$ cat src/rtl/fir_block_serializer.sv
// Rounds and saturates each lane of an L-parallel FIR output block, buffers whole blocks, and emits them one sample per handshake.
// Optional feature macro: SERIALIZER_SAT_COUNT_EN adds the sat_count clip counter port.
module fir_block_serializer #(
    parameter int L            = 2,
    parameter int IN_WIDTH     = 40,
    parameter int SAMPLE_WIDTH = 16,
    parameter int SHIFT        = 15,
    parameter int FIFO_DEPTH   = 2
) (
    input  logic                           clk,
    input  logic                           rst_n,
    input  logic signed [IN_WIDTH-1:0]     in_block [L-1:0],
    input  logic                           in_valid,
    output logic                           in_ready,
    output logic signed [SAMPLE_WIDTH-1:0] out_data,
    output logic                           out_valid,
    input  logic                           out_ready,
    output logic                           out_last,
    output logic                           overflow,
`ifdef SERIALIZER_SAT_COUNT_EN
    output logic [15:0]                    sat_count,
`endif
    input  logic                           clear_ovf
);
    localparam int PTR_W  = $clog2(FIFO_DEPTH);
    localparam int CNT_W  = PTR_W + 1;
    localparam int LANE_W = $clog2(L);
    localparam int EXT_W  = IN_WIDTH + 1;

    localparam logic signed [EXT_W-1:0] ROUND_K = EXT_W'(1) << (SHIFT - 1);
    localparam logic signed [EXT_W-1:0] SAT_MAX =
        {{(IN_WIDTH - SAMPLE_WIDTH + 2){1'b0}}, {(SAMPLE_WIDTH - 1){1'b1}}};
    localparam logic signed [EXT_W-1:0] SAT_MIN =
        {{(IN_WIDTH - SAMPLE_WIDTH + 2){1'b1}}, {(SAMPLE_WIDTH - 1){1'b0}}};

    logic signed [SAMPLE_WIDTH-1:0] mem [FIFO_DEPTH][L];
    logic signed [EXT_W-1:0]        rnd  [L];
    logic signed [SAMPLE_WIDTH-1:0] conv [L];
    logic [L-1:0]                   clip;

    logic [PTR_W-1:0]  wr_ptr;
    logic [PTR_W-1:0]  rd_ptr;
    logic [CNT_W-1:0]  count;
    logic [LANE_W-1:0] lane_idx;

    logic push;
    logic drop;
    logic pop;
    logic pop_blk;
    logic last_lane;

    // Sign-extend by one bit first so adding the half-LSB constant can never wrap.
    always_comb begin
        for (int i = 0; i < L; i++) begin
            rnd[i]  = ($signed({in_block[i][IN_WIDTH-1], in_block[i]}) + ROUND_K) >>> SHIFT;
            clip[i] = 1'b0;
            conv[i] = rnd[i][SAMPLE_WIDTH-1:0];
            if (rnd[i] > SAT_MAX) begin
                conv[i] = SAT_MAX[SAMPLE_WIDTH-1:0];
                clip[i] = 1'b1;
            end else if (rnd[i] < SAT_MIN) begin
                conv[i] = SAT_MIN[SAMPLE_WIDTH-1:0];
                clip[i] = 1'b1;
            end
        end
    end

    assign in_ready  = (count != CNT_W'(FIFO_DEPTH));
    assign out_valid = (count != '0);
    assign last_lane = (lane_idx == LANE_W'(L - 1));
    assign out_last  = out_valid & last_lane;
    assign out_data  = out_valid ? mem[rd_ptr][lane_idx] : '0;

    assign push    = in_valid & in_ready;
    assign drop    = in_valid & ~in_ready;
    assign pop     = out_valid & out_ready;
    assign pop_blk = pop & last_lane;

    // NOTE: the sample store has no reset; count gates every read, so stale contents are never visible.
    always_ff @(posedge clk) begin
        if (push) begin
            for (int i = 0; i < L; i++) begin
                mem[wr_ptr][i] <= conv[i];
            end
        end
    end

    always_ff @(posedge clk or negedge rst_n) begin
        if (!rst_n) begin
            wr_ptr   <= '0;
            rd_ptr   <= '0;
            count    <= '0;
            lane_idx <= '0;
            overflow <= 1'b0;
        end else begin
            if (push) begin
                wr_ptr <= wr_ptr + PTR_W'(1);
            end
            if (pop_blk) begin
                rd_ptr <= rd_ptr + PTR_W'(1);
            end
            if (pop) begin
                lane_idx <= last_lane ? '0 : lane_idx + LANE_W'(1);
            end
            case ({push, pop_blk})
                2'b10:   count <= count + CNT_W'(1);
                2'b01:   count <= count - CNT_W'(1);
                default: count <= count;
            endcase
            // A drop in the same cycle as a clear request keeps the flag set.
            if (drop) begin
                overflow <= 1'b1;
            end else if (clear_ovf) begin
                overflow <= 1'b0;
            end
        end
    end

`ifdef SERIALIZER_SAT_COUNT_EN
    logic [16:0] sat_sum;

    always_comb begin
        sat_sum = clear_ovf ? 17'd0 : {1'b0, sat_count};
        if (push) begin
            for (int i = 0; i < L; i++) begin
                sat_sum = sat_sum + 17'(clip[i]);
            end
        end
    end

    always_ff @(posedge clk or negedge rst_n) begin
        if (!rst_n) begin
            sat_count <= '0;
        end else begin
            sat_count <= sat_sum[16] ? 16'hFFFF : sat_sum[15:0];
        end
    end
`endif

endmodule

$ cat config.mk
export PLATFORM = sky130hd
export DESIGN_NAME = fir_block_serializer
export DESIGN_NICKNAME = d
export VERILOG_FILES = /design/src/rtl/fir_block_serializer.sv
export SDC_FILE = /design/constraint.sdc
export NUM_CORES = 1
export LEC_CHECK = 0
export CORE_MARGIN = 3
export CORE_UTILIZATION = 41
export CTS_CLUSTER_DIAMETER = 30
export DETAILED_ROUTE_END_ITERATION = 16
export DONT_BUFFER_PORTS = 1
export PLACE_DENSITY_LB_ADDON = 0.2
export RECOVER_POWER = 100
export SYNTH_ARGS = -nofsm -noshare
export SYNTH_HDL_FRONTEND = slang
export SYNTH_SLANG_ARGS = --single-unit
$ cat constraint.sdc
create_clock -name clk -period 6.3 [get_ports clk]
set_clock_uncertainty 0.1 [all_clocks]
set_input_delay 0.945 -clock clk [delete_from_list [all_inputs] [get_ports clk]]
set_output_delay 0.945 -clock clk [all_outputs]
set_load 0.02 [all_outputs]
* Word level (Yosys, flattened, before mapping)
Memory sizes are Yosys's and may differ from the RTL's. Cells that the tools add are included.
Storage, ports and cells: memory bits (writable) 64, output and inout port bits 20, word-level logic and storage cells 45, register bits after elaboration 6, memories 1
Memory list:
- mem | words 2, width 32, rd ports 1, clocked after Yosys merged registers in 0, wr ports 1, RTL line 36 | logic signed [SAMPLE_WIDTH-1:0] mem [FIFO_DEPTH][L];
Operators by class: mux-type cells 14, order comparisons 5, reductions and logical operators 3, equality and inequality tests 3, add/sub/neg operators 7, bitwise gates (word level) 7
Operators by type and width (count):
- $mux W16 | 8
- $add A40 B16 Y41 const B | 2
- $gt A26 B16 Y1 const B | 2
- $lt A26 B16 Y1 const B | 2
- $reduce_bool A2 Y1 | 3
- $and A1 B1 Y1 | 5
- $mux W1 | 5
- $pmux W2 S2 | 1
- $add A1 B1 Y1 const B | 3
- $add A2 B1 Y2 const B | 1
- $eq A2 B1 Y1 const B | 1
- $eq A2 B2 Y1 const B | 1
- $ge A2 B2 Y1 const B | 1
- $ne A2 B2 Y1 const B | 1
- $not A1 Y2 | 1
- $sub A2 B1 Y2 const B | 1
- $not A1 Y1 | 1

* Longest topological paths before layout
depth in word-level cells 5, gate-level depth with buffers 9, depth with buffers taken out 7

* Worst setup path before layout
OpenSTA, ideal clock, no wires.
kind input to register, start input port in_block[54] in the netlist's numbering, end memory mem[0][10] in the netlist's numbering, data pin, arrival 2783 ps, slack 3140 ps, library setup time 277 ps, cell stages on the path 8, cell sequence ha_1 > nand3_1 > nor4_1 > and4_1 > o311ai_0 > o31ai_1 > clkbuf_1 > o21ai_0
RTL lines:
- start, declared | RTL line 12 | input logic signed [IN_WIDTH-1:0] in_block [L-1:0],
- end, declared | RTL line 36

==> metrics.cfg <==
[synth]
syn_inst=386
synth.most_common_cell=edfxtp_1
synth.largest_area_cell=edfxtp_1
synth_top_family_by_area=simple AND/OR/NAND/NOR gates
synth-xor-area-share=0.0697
synth.area.top_cells=edfxtp_1 (44%), mux4_2 (8.2%), xor2_1 (3.8%)
synth.distinct_cells=58
ys_seq_area_frac=0.471
synthesis.area_um2=4400
avgSynthCellArea_um2=11.4
ys.flop_type=edfxtp_1
synth_fp_nets=474
synth_commonest_cells=edfxtp_1 (64), nor2_1 (22), nand2_1 (21), nand3_1 (20), o21ai_0 (20)
ys_warn_count=0
postSynth.asyncResetShare=0.0857
synthSimpleGateAreaFrac=0.228
synth_compound_area_frac=0.117
synth_edf_count=64
synthAdderAreaFrac=0.00853
synthMuxAreaShare=0.0819
synth_top_area_frac=0.437
synth_seq_cells=70

[critical_path]
cpPeakStageDelay_ns=0.98
cp_max_fo=15
cp.required_ns=6.28
path_cells=nand4_1, or4_1, or2_0, o21ai_0, a31oi_1, a211oi_1
cp-end-kind=register
path_class=in -> reg
worstSetupStartpointType=input pin
critPathSlowestCell=o21ai_0
critical_path_arrival_ns=4.32

[sta]
slew_violations=66
rsz0062_at_grt=false
min_period_ns=4.34
fin_setup_tns_ns=0
max_freq_mhz=231
worstMarginPinSlew_ns=1.91
finalCritPeriodShare=0.688
setup_viol=0
slew_headroom=-0.272
finalHoldViolations=0

[finish]
drive_gt1_frac=0.107
nets=475
diodes=0
area_growth_pct=6.34
final_core_util=0.451

[global_route]
overflow=0
antenna_found_initial=0
grt_max_degree=33
track_usage=0.172
grt_pass1_vias=3103
grt_pass1_wl_um=15800

[clocking]
cts_setup_buffers=0
cts_max_level=3
clock-sinks=70
numCtsBuffers=9
clk_pin_slew_ns=0.08
cts_tree=yes
cts_resized=0
ctsHoldBuffers=0
clk-insertion-delay-late_ns=0.33
cts_root_buf=clkbuf_8
cts_buffer_depth=2

[drt]
drc=0
wirelength_um=9850
drt_iter0_drc=195
avgViaCountPerCell=6.06
dr.pass1.iters=5
drtAntennaViolNets=0
wl_per_cell_um=18.7
num_vias=3199

[power]
leakage_nw=1.38
power_per_cell_area_nw_per_um2=352
vdd_drop_max_mv=0.272

[place]
io_buffers=0
gp_congestion=0.863
hpwl_um=7310

[status]
status=finished with violations
violations=capacitance limit, slew limit

[worst_hold_path]
min_path_type=in -> async

[floorplanning]
start_util=0.424
dieHeight_um=110
ios=105
die_x_um=110
die-area_um2=12000
rows=37
fp.coreArea_um2=10400

[job]
cap_violations=2

final timing paths:
check,slack (ns),start,cells past startpoint,to
min in group clk,0.39,count[1],1,count[1]
min reg2reg,0.39,count[1],1,count[1]
max in group asynchronous,5.84,rst_n,0,lane_idx
max reg2reg,3.42,count[0],4,mem[0][19]
max,1.96,in_block[25],6,mem[1][29]
min,0.20,rst_n,0,overflow
cells in the final DEF (no fill, tap or decap), types with 11 or more instances in the layout:
cell type  count
nor4_1        12
nor3_1        17
nand4_1       15
and3_1        11
nor2_1        21
and2_0        17
nand2_1       21
xnor2_1       16
mux4_2        16
o21ai_0       21
nand3_1       20
xor2_1        19
edfxtp_1      64
worst max-delay path: cells and delay by family:
family / cells / cell delay, ns
AOI/OAI and AO/OA: 3 / 2.05
and+or+nand+nor: 3 / 1.32
registers in the layout, indices dropped and copies added, names as in the netlist:
signal,cells
lane_idx,1
wr_ptr,1
rd_ptr,1
count,2
mem,64
overflow,1
power by group:
group          switching [mW]  internal (mW)
Sequential             0.0909          0.647
Clock                   0.168          0.224
Combinational           0.312          0.203
area by class of cell:
| class | count | area [um2] |
|---|---|---|
| inverter | 7 | 26.3 |
| tap | 136 | 170 |
| clock buffer | 9 | 124 |
| fill | 998 | 5690 |
| clock inverter | 7 | 97.6 |
| multi-input combinational | 294 | 2160 |
| timing repair buffer | 5 | 30.0 |
| sequential | 70 | 2070 |
logic make-up after synthesis:
group                      after synthesis
AOI/OAI and AO/OA                       64
adders and majority gates                3
DFF                                     70
muxes                                   16
buffers and inverters                   22
xor gates and xnor gates                35
and+or+nand+nor                        176
layer usage:
layer / global-route usage / vias to the layer above / share of wire
met1: 0.234 / 1580 / 0.45
met2: 0.273 / 81 / 0.49
met4: 0.0365 / 0 / 0.0053
met3: 0.0499 / 7 / 0.056
met5: 0 / - / 0
li1: - / 1531 / -
per-stage QoR:
stage	worst slack [ns]	power (mW)	hold WS, ns	instance area [um2]	cells
floorplan	3.14	1.17	0.357	4400	386
global placement	2.47	1.28	0.374	4530	512
detailed placement	2.44	1.28	0.380	4530	512
CTS	2.80	1.68	0.175	4750	528
global route	1.77	1.74	0.152	4680	528
finish	1.96	1.65	0.195	4680	528
Power figures use the tool's default switching activity.
